File: config.mk
export PLATFORM = sky130hd
export DESIGN_NAME = horizontal_tf_sched_flat
export DESIGN_NICKNAME = d
export VERILOG_FILES = /design/src/rtl/horizontal_tf_sched_if.sv /design/src/rtl/horizontal_tf_sched.sv /design/src/flat_wrapper.sv
export SDC_FILE = /design/constraint.sdc
export NUM_CORES = 1
export LEC_CHECK = 0
export BUFFER_PORTS_ARGS = -buffer_cell sky130_fd_sc_hd__buf_4
export CORE_UTILIZATION = 45
export CTS_BUF_LIST = sky130_fd_sc_hd__clkbuf_4
export DETAILED_ROUTE_END_ITERATION = 10
export HOLD_SLACK_MARGIN = 0.06
export PLACE_DENSITY = 0.74
export SETUP_SLACK_MARGIN = 0.2
export SLEW_MARGIN = 0
export SYNTH_ARGS = -nofsm -noshare
export SYNTH_HDL_FRONTEND = slang
export SYNTH_SLANG_ARGS = --single-unit
File: constraint.sdc
create_clock -name clk -period 3 [get_ports clk]
set_input_delay 0.6 -clock clk [delete_from_list [all_inputs] [get_ports clk]]
set_output_delay 0.6 -clock clk [all_outputs]
set_load 0.05 [all_outputs]
File: src/rtl/horizontal_tf_sched_if.sv
`default_nettype none
// ============================================================================
// Module   : horizontal_tf_sched_if
// Brief    : Control/status bundle between a pass requester and the
//            horizontal twiddle-factor sequencer.
// Revision : 1.0
// ============================================================================
interface horizontal_tf_sched_if #(
    parameter int DC_WIDTH = 13,
    parameter int DCNT_BP4 = 10
);
    logic                         start;
    logic [DC_WIDTH-DCNT_BP4-1:0] stage_counter;
    logic                         CEN;
    logic                         busy;
    logic                         done;
    logic [1:0]                   tf_mode;
    logic [3:0]                   group_idx;
    logic                         a_sel;
    logic                         const_load;
    logic                         issue;
    logic                         out_en;
    logic [5:0]                   out_addr;

    modport master (
        output start, stage_counter, CEN,
        input  busy, done, tf_mode, group_idx, a_sel, const_load, issue,
               out_en, out_addr
    );

    modport slave (
        input  start, stage_counter, CEN,
        output busy, done, tf_mode, group_idx, a_sel, const_load, issue,
               out_en, out_addr
    );
endinterface
`default_nettype wire

File: src/rtl/horizontal_tf_sched.sv
`default_nettype none
// ============================================================================
// Module   : horizontal_tf_sched
// Brief    : Issues 64 twiddle multiply beats per stage-0 pass and times the
//            write-back enable behind the modular-multiplier pipeline.
// Revision : 1.0
// ============================================================================
module horizontal_tf_sched #(
    parameter int DC_WIDTH = 13,
    parameter int DCNT_BP4 = 10,
    parameter int MUL_LAT  = 4
) (
    input  logic                 clk,
    input  logic                 rst_n,
    horizontal_tf_sched_if.slave bus
);

    localparam int c_STAGE_W = DC_WIDTH - DCNT_BP4;

    typedef enum logic [1:0] {
        S_IDLE  = 2'd0,
        S_RUN   = 2'd1,
        S_DRAIN = 2'd2,
        S_DONE  = 2'd3
    } state_t;

    state_t               r_state;
    state_t               w_state_nxt;
    logic [5:0]           r_b;
    logic [5:0]           w_b_nxt;
    logic                 r_issue;
    logic                 w_issue_nxt;
    logic [1:0]           r_tf;
    logic [1:0]           w_tf_nxt;
    logic [3:0]           r_grp;
    logic [3:0]           w_grp_nxt;
    logic                 r_asel;
    logic                 w_asel_nxt;
    logic                 r_cload;
    logic                 w_cload_nxt;
    logic                 w_clear;
    logic [MUL_LAT-1:0]   r_dl;
    logic [MUL_LAT-1:0]   w_dl_shift;
    logic [5:0]           r_out_addr;
    logic                 w_stage_ok;

    assign w_stage_ok = (bus.stage_counter == {c_STAGE_W{1'b0}});

    // The delay line mirrors the free-running multiplier, so it shifts
    // regardless of CEN.
    generate
        if (MUL_LAT == 1) begin : g_dl_one
            assign w_dl_shift = r_issue;
        end else begin : g_dl_multi
            assign w_dl_shift = {r_dl[MUL_LAT-2:0], r_issue};
        end
    endgenerate

    always_comb begin
        w_state_nxt = r_state;
        w_b_nxt     = r_b;
        w_issue_nxt = 1'b0;
        w_tf_nxt    = 2'd0;
        w_grp_nxt   = 4'd0;
        w_asel_nxt  = 1'b0;
        w_cload_nxt = 1'b0;
        w_clear     = 1'b0;
        case (r_state)
            S_IDLE: begin
                if (bus.start && w_stage_ok && !bus.CEN) begin
                    w_state_nxt = S_RUN;
                    w_b_nxt     = 6'd0;
                end
            end
            S_RUN: begin
                if (!w_stage_ok) begin
                    w_state_nxt = S_IDLE;
                    w_b_nxt     = 6'd0;
                    w_clear     = 1'b1;
                end else if (!bus.CEN) begin
                    w_issue_nxt = 1'b1;
                    w_tf_nxt    = r_b[5:4];
                    w_grp_nxt   = r_b[3:0];
                    w_asel_nxt  = (r_b[5:4] != 2'd0);
                    w_cload_nxt = (r_b[3:0] == 4'd0);
                    w_b_nxt     = r_b + 6'd1;
                    if (r_b == 6'd63) begin
                        w_state_nxt = S_DRAIN;
                    end
                end else begin
                    // Frozen: operand selects hold for the resumed beat.
                    w_tf_nxt   = r_tf;
                    w_grp_nxt  = r_grp;
                    w_asel_nxt = r_asel;
                end
            end
            S_DRAIN: begin
                if (!w_stage_ok) begin
                    w_state_nxt = S_IDLE;
                    w_b_nxt     = 6'd0;
                    w_clear     = 1'b1;
                end else if (w_dl_shift == {MUL_LAT{1'b0}}) begin
                    w_state_nxt = S_DONE;
                end
            end
            S_DONE: begin
                w_state_nxt = S_IDLE;
            end
            default: begin
                w_state_nxt = S_IDLE;
            end
        endcase
    end

    always_ff @(posedge clk or negedge rst_n) begin
        if (!rst_n) begin
            r_state <= S_IDLE;
        end else begin
            r_state <= w_state_nxt;
        end
    end

    always_ff @(posedge clk or negedge rst_n) begin
        if (!rst_n) begin
            r_b        <= 6'd0;
            r_issue    <= 1'b0;
            r_tf       <= 2'd0;
            r_grp      <= 4'd0;
            r_asel     <= 1'b0;
            r_cload    <= 1'b0;
            r_dl       <= {MUL_LAT{1'b0}};
            r_out_addr <= 6'd0;
        end else begin
            r_b     <= w_b_nxt;
            r_issue <= w_issue_nxt;
            r_tf    <= w_tf_nxt;
            r_grp   <= w_grp_nxt;
            r_asel  <= w_asel_nxt;
            r_cload <= w_cload_nxt;
            if (w_clear) begin
                r_dl       <= {MUL_LAT{1'b0}};
                r_out_addr <= 6'd0;
            end else begin
                r_dl <= w_dl_shift;
                // 64 beats per pass, so the natural 6-bit wrap returns to 0.
                if (r_dl[MUL_LAT-1]) begin
                    r_out_addr <= r_out_addr + 6'd1;
                end
            end
        end
    end

    assign bus.busy       = (r_state == S_RUN) || (r_state == S_DRAIN);
    assign bus.done       = (r_state == S_DONE);
    assign bus.issue      = r_issue;
    assign bus.tf_mode    = r_tf;
    assign bus.group_idx  = r_grp;
    assign bus.a_sel      = r_asel;
    assign bus.const_load = r_cload;
    assign bus.out_en     = r_dl[MUL_LAT-1];
    assign bus.out_addr   = r_out_addr;

endmodule
`default_nettype wire

File: src/flat_wrapper.sv
// flat-port wrapper written by rule: the top's interface ports become plain ports
module horizontal_tf_sched_flat 
#(
    parameter int DC_WIDTH = 13,
    parameter int DCNT_BP4 = 10,
    parameter int MUL_LAT  = 4
)
  (clk, rst_n, bus_start, bus_stage_counter, bus_CEN, bus_busy, bus_done, bus_tf_mode, bus_group_idx, bus_a_sel, bus_const_load, bus_issue, bus_out_en, bus_out_addr);
  horizontal_tf_sched_if #(.DC_WIDTH(DC_WIDTH), .DCNT_BP4(DCNT_BP4)) bus_i ();
  input  logic clk;
  input  logic rst_n;
  input wire logic [$bits(bus_i.start)-1:0] bus_start;
  input wire logic [$bits(bus_i.stage_counter)-1:0] bus_stage_counter;
  input wire logic [$bits(bus_i.CEN)-1:0] bus_CEN;
  output wire logic [$bits(bus_i.busy)-1:0] bus_busy;
  output wire logic [$bits(bus_i.done)-1:0] bus_done;
  output wire logic [$bits(bus_i.tf_mode)-1:0] bus_tf_mode;
  output wire logic [$bits(bus_i.group_idx)-1:0] bus_group_idx;
  output wire logic [$bits(bus_i.a_sel)-1:0] bus_a_sel;
  output wire logic [$bits(bus_i.const_load)-1:0] bus_const_load;
  output wire logic [$bits(bus_i.issue)-1:0] bus_issue;
  output wire logic [$bits(bus_i.out_en)-1:0] bus_out_en;
  output wire logic [$bits(bus_i.out_addr)-1:0] bus_out_addr;
  assign bus_i.start = bus_start;
  assign bus_i.stage_counter = bus_stage_counter;
  assign bus_i.CEN = bus_CEN;
  assign bus_busy = bus_i.busy;
  assign bus_done = bus_i.done;
  assign bus_tf_mode = bus_i.tf_mode;
  assign bus_group_idx = bus_i.group_idx;
  assign bus_a_sel = bus_i.a_sel;
  assign bus_const_load = bus_i.const_load;
  assign bus_issue = bus_i.issue;
  assign bus_out_en = bus_i.out_en;
  assign bus_out_addr = bus_i.out_addr;
  horizontal_tf_sched #(.DC_WIDTH(DC_WIDTH), .DCNT_BP4(DCNT_BP4), .MUL_LAT(MUL_LAT)) u_core (.clk(clk), .rst_n(rst_n), .bus(bus_i));
endmodule
==> results of run 1 <==
-- worst paths after layout --
check,to,slack (ps),depth (start not counted)
min reg2reg,u_core.r_dl[3]$_DFF_PN0_,520,1
max in group asynchronous,u_core.bus.group_idx[0]$_DFFE_PN0N_,2580,1
min in group clk,u_core.r_dl[3]$_DFF_PN0_,520,1
min,u_core.r_dl[3]$_DFF_PN0_,150,1
max,u_core.r_b[4]$_DFFE_PN0P_,840,6
max reg2reg,u_core.r_b[4]$_DFFE_PN0P_,840,6
-- metrics by stage --
step | setup WS [ps] | cells | instance area, µm² | utilization, %
2_1_floorplan | 1040 | 127 | 1350 | -
3_3_place_gp | 738 | 178 | 1550 | 55.3
3_5_place_dp | 698 | 178 | 1550 | 55.3
4_1_cts | 832 | 182 | 1580 | 56.3
5_1_grt | 709 | 182 | 1580 | 56.3
6_report | 838 | 182 | 1580 | 56.3
-- layout make-up --
class,instances,area share [%]
clock buffers,4,1.90
multi-input cells,91,40.3
well taps,31,2.45
repair buffers,24,11.4
flip-flops and latches,27,42.8
inverters,5,1.19
-- sequential cells by signal, indices dropped and copies added, names as in the netlist --
signal                 cells
u_core.r_dl                4
u_core.r_state             2
u_core.bus.a_sel           1
u_core.bus.group_idx       4
u_core.bus.out_addr        6
u_core.bus.issue           1
u_core.r_b                 6
u_core.bus.tf_mode         2
u_core.bus.const_load      1
-- where the power goes --
group	switching [µW]	total (µW)	leakage [µW]	internal [µW]
clock	99.8	161	0.0000184	61.1
sequential	11.5	390	0.000374	379
combinational	182	275	0.000375	92.3
total	294	826	0.000768	532
-- critical path, cell delays in order (launching register included) --
cell and delay [ps]:
sky130_fd_sc_hd__dfrtp_1 420, sky130_fd_sc_hd__inv_1 100, sky130_fd_sc_hd__ha_1 160, sky130_fd_sc_hd__or4b_1 690, sky130_fd_sc_hd__a2111oi_4 390, sky130_fd_sc_hd__a41oi_1 170, sky130_fd_sc_hd__a31oi_1 160
-- Yosys cell counts (all sizes together), types with 2 or more instances --
master and count:
nand4 4, dfrtp 27, or2 2, xor2 3, nand2 6, nor3 2, o21ai 6, and3 2
clkbuf 3, a21oi 6, or4b 2, nor2b 5, inv 5, a21o 3, ha 7, nor2 17
mux2i 9, a31oi 3, nor4b 2
-- logic make-up (layout without fill, tap and decap cells) --
family                     Yosys count  after routing
adders and majority gates            7              7
xor gates and xnor gates             4              4
buffers and inverters                9             33
AOI/OAI and AO/OA                   25             25
and+or+nand+nor                     46             46
muxes                                9              9
DFF                                 27             27
-- metal layers --
layer,wire length [µm],vias to the layer above,global-route usage (%)
li1,-,499,-
met1,1120,485,23.2
met2,1220,30,29.3
met3,115,6,3.23
met5,0,-,0
met4,48,0,7.50
==> impl_metrics.ini, run 1 <==
[outcome]
outcome = finished, violations left
failed_checks = DRC

[final_layout]
final_common_cell = sky130_fd_sc_hd__dfrtp_1
layout-drive-gt1-share_pct = 21.2
seqCellArea_um2 = 676
insertedDiodeCount = 0
multi_input_comb_area_um2 = 637
final_cell_mix = sky130_fd_sc_hd__dfrtp_1 (27), sky130_fd_sc_hd__buf_4 (24), sky130_fd_sc_hd__nor2_1 (17), sky130_fd_sc_hd__mux2i_1 (9), sky130_fd_sc_hd__ha_1 (7)
nFillCells = 260
area_growth_from_synthesis_to_layout_pct = 17.4
final_nets = 166

[place]
final_weighted_congestion_of_routability_driven_global_placement = 0.769
port_buffers = 24
place_hpwl_mm = 1.88

[logic_synthesis]
yosys.area_share.adder_pct = 6.51
postSynth.topFlopCell = sky130_fd_sc_hd__dfrtp_1
yosys.area_share.simple_pct = 18.1
synth_area_per_cell_um2 = 10.6
yosysTopAreaCell = sky130_fd_sc_hd__dfrtp_1
ys_async_sr_fraction_pct = 100
synth.cell_area_um2 = 1350
combinational_family_with_the_most_area_after_synthesis = simple AND/OR/NAND/NOR gates
synth.yosys.warnings = 0
synth_edf_count = 0
synth_top_area_share_pct = 50.2
yosys-top-cells-area = sky130_fd_sc_hd__dfrtp_1 (50%), sky130_fd_sc_hd__mux2i_1 (6.7%), sky130_fd_sc_hd__ha_1 (6.5%)
synth.net_count = 141
synth_compound_area_share_pct = 13.4
post_synth_num_cell_types = 33
synth_seq_area_share_pct = 50.2
count_of_mapped_cells_out_of_synthesis = 127
ff_latch_count_synth = 27
post_synth_mux_area_share_pct = 6.69
yosys.area_share.xor_xnor_pct = 2.60

[detailed_routing]
detail_route.wl_per_cell_um = 13.7
drt_wl_total_mm = 2.50
drc = 10
detail_route.first_pass.iterations = 7
average_vias_per_placed_instance = 5.60
routed-via-count = 1020
drt_iter0_markers = 41
postRouteAntennaNets = 0

[run]
drv.max_cap_violation_count = 0

[sta]
final_max_slew_viol_count = 0
fmaxAchievable_mhz = 463
finalCriticalPeriod_ps = 2160
setup_total_neg_slack_ps = 0
tcrit_tclk_final_pct = 72.1
finalHoldViolCount = 0
finClkSkew_ps = 11.9
final-setup-viol-count = 0
timing.slew.headroom_pct = 54.9
final.hold.worst_slack_ps = 154
worst_pin_slew_ps = 675
grt_setup_unrepaired = false

[grt]
first_pass_grt_wire_length_mm = 4.42
first_global_vias = 1006
largest_net_degree_at_the_start_of_global_routing = 28
grt.overflow.total = 0
antenna_found_initial = 0
track_usage_pct = 17.9

[floorplan]
fp.dieW_um = 56.7
coreArea_um2 = 2810
die_height_um = 56.7
top_level_ports = 25
initial_core_util_pct = 48.0
die_area_um2 = 3210
placement_rows = 19

[clocking]
cts_htree_levels = 1
numCtsBuffers = 3
post_cts_resized = 0
cts_tree = done
cts_post_setup_buffers_inserted = 0
clk-insertion-delay-late_ps = 320
clockBufferDepth = 2
clock-sinks = 27
ctsHoldBuffers = 0
cts.root.buffer_cell = sky130_fd_sc_hd__clkbuf_4
cts.reportedPaths.clkPinSlew_ps = 140

[critical_path]
critical_path_peak_fanout = 13
worst_setup_path_start_kind = flip-flop
start_point_of_the_critical_path = u_core.r_state[1]$_DFFE_PN0P_
crit_type = flip-flop to flip-flop
r2r-start = u_core.r_state[1]$_DFFE_PN0P_
cp.required_ps = 3250
timing.critical_path.to_type = flip-flop
critical_path_arrival_ps = 2420

[power]
cellLeakagePower_uw = 0.000768
max-vdd-ir-drop_mv = 0.353
power.total_uw = 826
power.density_cell_area_nw_per_um2 = 523

[worst_hold_path]
hp-class = primary input to async pin
Power figures use the tool's default switching activity.
==> inputs of run 2 (changes only) <==
--- a/config.mk
+++ b/config.mk
@@ -5,12 +5,13 @@
 export SDC_FILE = /design/constraint.sdc
 export NUM_CORES = 1
 export LEC_CHECK = 0
+export ABC_AREA = 1
 export BUFFER_PORTS_ARGS = -buffer_cell sky130_fd_sc_hd__buf_4
 export CORE_UTILIZATION = 45
 export CTS_BUF_LIST = sky130_fd_sc_hd__clkbuf_4
 export DETAILED_ROUTE_END_ITERATION = 10
 export HOLD_SLACK_MARGIN = 0.06
-export PLACE_DENSITY = 0.74
+export PLACE_DENSITY = 0.76
 export SETUP_SLACK_MARGIN = 0.2
 export SLEW_MARGIN = 0
 export SYNTH_ARGS = -nofsm -noshare
==> constraint.sdc (replaced) <==
create_clock -name clk -period 1.9 [get_ports clk]
set_input_delay 0.38 -clock clk [delete_from_list [all_inputs] [get_ports clk]]
set_output_delay 0.38 -clock clk [all_outputs]
set_load 0.05 [all_outputs]
==> run 2 against run 1 <==
Effect of this change:
- the run still ends with DRC left
- sequential share of layout area fell by 2.4 points
- clock skew down 8.4 ps
- final cell count grew 23%
- hold slack better by 110 ps
- register-to-register slack lost 550 ps
- utilization increased by 2.3 points
- wire length grew 2.2%
- critical path type is now flip-flop to primary output
- critical endpoint is now bus_busy
==> impl_metrics.ini, run 2 <==
[floorplan]
top_level_ports = 25
fp.dieW_um = 57.8
initial_core_util_pct = 49.1
coreArea_um2 = 2850
die_height_um = 57.8
die_area_um2 = 3340
placement_rows = 19

[sta]
finalCriticalPeriod_ps = 1680
final_max_slew_viol_count = 0
tcrit_tclk_final_pct = 88.2
finalHoldViolCount = 0
postLayoutSetupSlackWorst_ps = 223
timing.slew.headroom_pct = 77.5
final-setup-viol-count = 0
finClkSkew_ps = 3.43
worst_pin_slew_ps = 338
fmaxAchievable_mhz = 596
final.hold.worst_slack_ps = 266
setup_total_neg_slack_ps = 0
grt_setup_unrepaired = true

[final_layout]
seqCellArea_um2 = 676
final_core_utilization_pct = 58.6
insertedDiodeCount = 0
final_cell_mix = sky130_fd_sc_hd__nand2_1 (30), sky130_fd_sc_hd__dfrtp_1 (27), sky130_fd_sc_hd__buf_4 (24), sky130_fd_sc_hd__inv_1 (23), sky130_fd_sc_hd__nor2_1 (19)
final_nets = 208
multi_input_comb_area_um2 = 614
area_growth_from_synthesis_to_layout_pct = 19.5
layout-drive-gt1-share_pct = 28.0
final_common_cell = sky130_fd_sc_hd__nand2_1
nFillCells = 275

[detailed_routing]
postRouteAntennaNets = 0
detail_route.first_pass.iterations = 7
detail_route.wl_per_cell_um = 11.4
drt_iter0_markers = 43
average_vias_per_placed_instance = 4.93
drc = 2
routed-via-count = 1105
drt_wl_total_mm = 2.55

[logic_synthesis]
yosys-top-cells-area = sky130_fd_sc_hd__dfrtp_1 (48%), sky130_fd_sc_hd__nand2_1 (8.3%), sky130_fd_sc_hd__ha_1 (6.3%)
synth.net_count = 177
postSynth.topFlopCell = sky130_fd_sc_hd__dfrtp_1
ys_async_sr_fraction_pct = 100
ff_latch_count_synth = 27
count_of_mapped_cells_out_of_synthesis = 163
synth.cell_area_um2 = 1400
yosysTopAreaCell = sky130_fd_sc_hd__dfrtp_1
synth_top_area_share_pct = 48.3
synth_edf_count = 0
post-synth-top-count-cell = sky130_fd_sc_hd__nand2_1
post_synth_num_cell_types = 24
synth_seq_area_share_pct = 48.3
synth.yosys.warnings = 0
synth_area_per_cell_um2 = 8.59
synth.top_cells.by_count = sky130_fd_sc_hd__nand2_1 (31), sky130_fd_sc_hd__dfrtp_1 (27), sky130_fd_sc_hd__inv_1 (23), sky130_fd_sc_hd__nor2_1 (19)

[power]
power.switching_fraction_pct = 36.6
p_int_uw = 862
power.density_cell_area_nw_per_um2 = 812
comb_power_share_pct = 36.3
sequentialPowerShare_pct = 45.4
power.switching_uw = 496
part_of_the_power_in_the_clock_network_pct = 18.3
max-vdd-ir-drop_mv = 0.370
cellLeakagePower_uw = 0.000887

[clocking]
cts.root.buffer_cell = sky130_fd_sc_hd__clkbuf_4
cts_tree = done
clock-sinks = 27
clk-insertion-delay-late_ps = 310
cts.reportedPaths.clkPinSlew_ps = 130
numCtsBuffers = 3
cts_htree_levels = 1
clockBufferDepth = 2

[grt]
first_global_vias = 1139
grt-busiest-layer = met2
grt_util_met3_pct = 2.90
first_pass_grt_wire_length_mm = 4.55
track_usage_pct = 17.2
grt.overflow.total = 0
antenna_found_initial = 0
grt_use_met1_pct = 21.3
largest_net_degree_at_the_start_of_global_routing = 28
use_met2_pct = 31.6

[worst_hold_path]
holdCritStartpoint = bus_CEN
worstHoldPathCells = 2
hp-class = primary input to flip-flop

[critical_path]
r2r-start = u_core.r_state[1]$_DFFE_PN0P_
worst_r2r_path_depth = 10
critical_path_peak_fanout = 3
critical_path.cell_chain = inv_1, ha_1, buf_6
timing.critical_path.to_type = primary output
crit_type = flip-flop to primary output
crit_slowest_cell = sky130_fd_sc_hd__dfrtp_1
worst_setup_path_start_kind = flip-flop
cp.required_ps = 1520
largest_stage_delay_on_the_critical_path_ps = 400
start_point_of_the_critical_path = u_core.r_state[1]$_DFFE_PN0P_
critical_path_arrival_ps = 1300

[outcome]
failed_checks = DRC
outcome = finished, violations left

[place]
place_hpwl_mm = 2.01
detailedPlace.worstSlack_ps = 231
port_buffers = 24
final_weighted_congestion_of_routability_driven_global_placement = 0.791

[run]
drv.max_cap_violation_count = 0
## run 2: cell types whose count changed after synthesis, sizes merged, moves of 5 or more
cell	previous run	this run
mux2i	9	0
nand2	6	38
inv	5	27
nand3	1	7
nor2	17	24
o21ai	6	15
nor2b	5	0
## run 2: layout make-up
type | instances | share of cell area, %
multi-input cells | 108 | 36.7
well taps | 31 | 2.32
repair buffers | 27 | 12.7
flip-flops and latches | 27 | 40.4
clock buffers | 4 | 1.80
inverters | 27 | 6.06
## run 2: stage by stage
stage,area (µm²),total power (µW),instances
5_1_grt,1670,1440,224
4_1_cts,1670,1370,224
6_report,1670,1360,224
3_3_place_gp,1620,1080,218
3_5_place_dp,1620,1090,218
2_1_floorplan,1400,993,163
## run 2: timing repair
action                     4_1_cts  5_1_grt
buffers inserted                 1        0
pin swaps                        0        1
hold buffers                     1        0
hold endpoints to repair        27        0
setup endpoints to repair        1        7
gates resized for setup          1        2
## run 2: path summary, 6_finish.rpt
path	end	slack (ps)
worst max-delay path	bus_busy	220
worst min-delay path	u_core.bus.issue$_DFF_PN0_	270
worst max register to register	u_core.r_b[0]$_DFFE_PN0P_	290
worst min register to register	u_core.bus.group_idx[0]$_DFFE_PN0N_	510
max in group asynchronous	u_core.r_b[3]$_DFFE_PN0P_	1140
min in group asynchronous	u_core.bus.out_addr[3]$_DFFE_PN0P_	500
## run 2: cells by family after synthesis
kind of cell,synth area share [%]
adder cells (fa/ha/maj),6.26
XOR/XNOR,1.25
flip-flops,48.3
AO/OA/AOI/OAI,10.2
buffers and inverters,8.04
AND/OR/NAND/NOR,25.2
multiplexers,0.804
## run 2: metal layers
metal / part of all wire [%] / up-vias
li1: - / 569
met1: 46 / 522
met2: 51 / 12
met3: 2.6 / 2
met4: 0.63 / 0
met5: 0 / -
## run 2: power groups by stage
stage / combinational [µW] / sequential, µW / clock [µW]
finish: 493 / 617 / 248
global route: 540 / 623 / 281
CTS: 492 / 618 / 259
detailed placement: 462 / 630 / 0
global placement: 451 / 628 / 0
floorplan: 354 / 639 / 0
## run 2: critical path: cells and delay by family, from the launching register on
family                     cells  cell delay, ps
buffers and inverters          2             260
DFF                            1             400
adders and majority gates      1             330
==> inputs of run 3 (changes only) <==
--- a/config.mk
+++ b/config.mk
@@ -7,11 +7,14 @@
 export LEC_CHECK = 0
 export ABC_AREA = 1
 export BUFFER_PORTS_ARGS = -buffer_cell sky130_fd_sc_hd__buf_4
-export CORE_UTILIZATION = 45
+export CAP_MARGIN = 10
+export CELL_PAD_IN_SITES_DETAIL_PLACEMENT = 1
+export CELL_PAD_IN_SITES_GLOBAL_PLACEMENT = 2
+export CORE_UTILIZATION = 31
 export CTS_BUF_LIST = sky130_fd_sc_hd__clkbuf_4
 export DETAILED_ROUTE_END_ITERATION = 10
 export HOLD_SLACK_MARGIN = 0.06
-export PLACE_DENSITY = 0.76
+export PLACE_DENSITY = 0.85
 export SETUP_SLACK_MARGIN = 0.2
 export SLEW_MARGIN = 0
 export SYNTH_ARGS = -nofsm -noshare
==> run 3 against run 2 <==
Effect of this change:
- the run now ends clean
- flip-flop and latch count stayed put
- die area is 43% higher
- largest cell class unchanged
- clock skew hardly changed
- setup slack better by 46 ps
- sequential share of layout area is 1.6 points lower
- clock power is 7% higher
- critical path depth stayed put
- via count is 4.2% higher
- wire length is 25% higher
- hold slack worse by 24 ps
- critical endpoint unchanged
- power is 8.4% higher
==> impl_metrics.ini, run 3 (same netlist as run 2, synthesis figures left out) <==
[outcome]
outcome = complete, no violations

[place]
final_weighted_congestion_of_routability_driven_global_placement = 0.782
place_hpwl_mm = 2.51
placement.cell_area_um2 = 1630
port_buffers = 24

[floorplan]
initial_core_util_pct = 32.2
placement_rows = 24
coreArea_um2 = 4350
top_level_ports = 25
die_area_um2 = 4790
die_height_um = 69.2
fp.dieW_um = 69.2

[critical_path]
timing.critical_path.to_type = primary output
critical_path_peak_fanout = 3
critical_path_arrival_ps = 1250
crit_slowest_cell = sky130_fd_sc_hd__dfrtp_1
crit_type = flip-flop to primary output
cp.required_ps = 1520
largest_stage_delay_on_the_critical_path_ps = 430
critical_path.cell_chain = inv_2, ha_4, buf_6
worst_setup_path_start_kind = flip-flop

[final_layout]
final_core_utilization_pct = 40.0
multi_input_comb_area_um2 = 632
final_common_cell = sky130_fd_sc_hd__nand2_1
layout.cell_area.non_filler_um2 = 1740
final_nets = 210
layout-drive-gt1-share_pct = 30.3
seqCellArea_um2 = 676
insertedDiodeCount = 0
final_cell_mix = sky130_fd_sc_hd__nand2_1 (31), sky130_fd_sc_hd__dfrtp_1 (27), sky130_fd_sc_hd__buf_4 (26), sky130_fd_sc_hd__inv_1 (21), sky130_fd_sc_hd__nor2_1 (19)
area_growth_from_synthesis_to_layout_pct = 24.3
nFillCells = 521

[power]
power.density_cell_area_nw_per_um2 = 846
part_of_the_power_in_the_clock_network_pct = 18.1
sequentialPowerShare_pct = 42.2
power.total_uw = 1470
cellLeakagePower_uw = 0.000901
max-vdd-ir-drop_mv = 0.285
comb_power_share_pct = 39.7
power.switching_uw = 548
p_int_uw = 924
power.switching_fraction_pct = 37.2

[grt]
first_global_vias = 1192
first_pass_grt_wire_length_mm = 5.31
largest_net_degree_at_the_start_of_global_routing = 28
grt-busiest-layer = met2
track_usage_pct = 13.5
antenna_found_initial = 0
grt_use_met1_pct = 17.9
grt_util_met3_pct = 1.89
grt.overflow.total = 0
use_met2_pct = 23.3

[sta]
finalHoldViolCount = 0
grt_setup_unrepaired = false
setup_total_neg_slack_ps = 0
final.hold.worst_slack_ps = 243
fmaxAchievable_mhz = 613
timing.slew.headroom_pct = 76.3
finClkSkew_ps = 3.79
final_max_slew_viol_count = 0
tcrit_tclk_final_pct = 85.8
finalCriticalPeriod_ps = 1630
final-setup-viol-count = 0
worst_pin_slew_ps = 355

[clocking]
cts_htree_levels = 1
cts.reportedPaths.clkPinSlew_ps = 150
clk-insertion-delay-late_ps = 320
numCtsBuffers = 3
cts_tree = done
cts.root.buffer_cell = sky130_fd_sc_hd__clkbuf_4
clock-sinks = 27
clockBufferDepth = 2

[detailed_routing]
average_vias_per_placed_instance = 4.66
postRouteAntennaNets = 0
detail_route.first_pass.iterations = 3
routed-via-count = 1151
detail_route.wl_per_cell_um = 12.9
drc = 0
drt_wl_total_mm = 3.20
drt_iter0_markers = 44

[worst_hold_path]
hp-class = primary input to flip-flop

[run]
drv.max_cap_violation_count = 0
[run 3: changes by cell type in the layout (fill, tap and decap cells not counted), sizes merged]
cell,previous run,this run
buf,26,28
[run 3: layout make-up]
cell class	instances	area share (%)
clock buffer	4	1.73
tap	52	3.74
inverter	27	5.82
multi-input combinational	108	36.3
sequential	27	38.8
timing repair buffer	29	13.6
[run 3: metal layers]
| layer | vias up | part of all wire [%] | wire length (µm) |
|---|---|---|---|
| li1 | 570 | - | - |
| met1 | 562 | 45 | 1450 |
| met2 | 15 | 51 | 1620 |
| met3 | 4 | 2.8 | 89 |
| met4 | 0 | 1.1 | 35 |
| met5 | - | 0 | 0 |
[run 3: repair_timing]
item,4_1_cts,5_1_grt
setup endpoints to repair,7,8
hold buffers,1,0
pin swaps,0,2
endpoints found under the hold margin,27,0
cloned,0,0
buffers inserted,0,4
gates resized for setup,3,3
[run 3: worst paths after layout]
| check | end | cells past startpoint | slack, ps | startpoint |
|---|---|---|---|---|
| worst max-delay path | bus_busy | 3 | 270 | u_core.r_state[0]$_DFFE_PN0P_ |
| worst min-delay path | u_core.bus.issue$_DFF_PN0_ | 2 | 240 | bus_CEN |
| worst max register to register | u_core.r_b[0]$_DFFE_PN0P_ | 10 | 330 | u_core.r_state[0]$_DFFE_PN0P_ |
| worst min register to register | u_core.r_dl[2]$_DFF_PN0_ | 2 | 510 | u_core.r_dl[1]$_DFF_PN0_ |
| max in group asynchronous | u_core.r_b[5]$_DFFE_PN0P_ | 2 | 1150 | rst_n |
| min in group asynchronous | u_core.bus.out_addr[5]$_DFFE_PN0P_ | 2 | 490 | rst_n |
[run 3: power groups by stage]
stage          Combinational [µW]  Clock (µW)  Sequential (µW)
2_1_floorplan                 354           0              639
3_3_place_gp                  446           0              628
3_5_place_dp                  459           0              631
4_1_cts                       505         276              620
5_1_grt                       642         297              624
6_report                      585         266              622
[run 3: stage by stage]
stage / std cells / worst slack, ps
floorplan: 163 / 417
global placement: 238 / 150
detailed placement: 238 / 53.0
CTS: 243 / 197
global route: 247 / 216
finish: 247 / 270
[run 3: critical path: cells and delay by family (launching register included)]
family / cells / cell delay, ps
flip-flops: 1 / 430
adder cells (fa/ha/maj): 1 / 280
buffers and inverters: 2 / 230
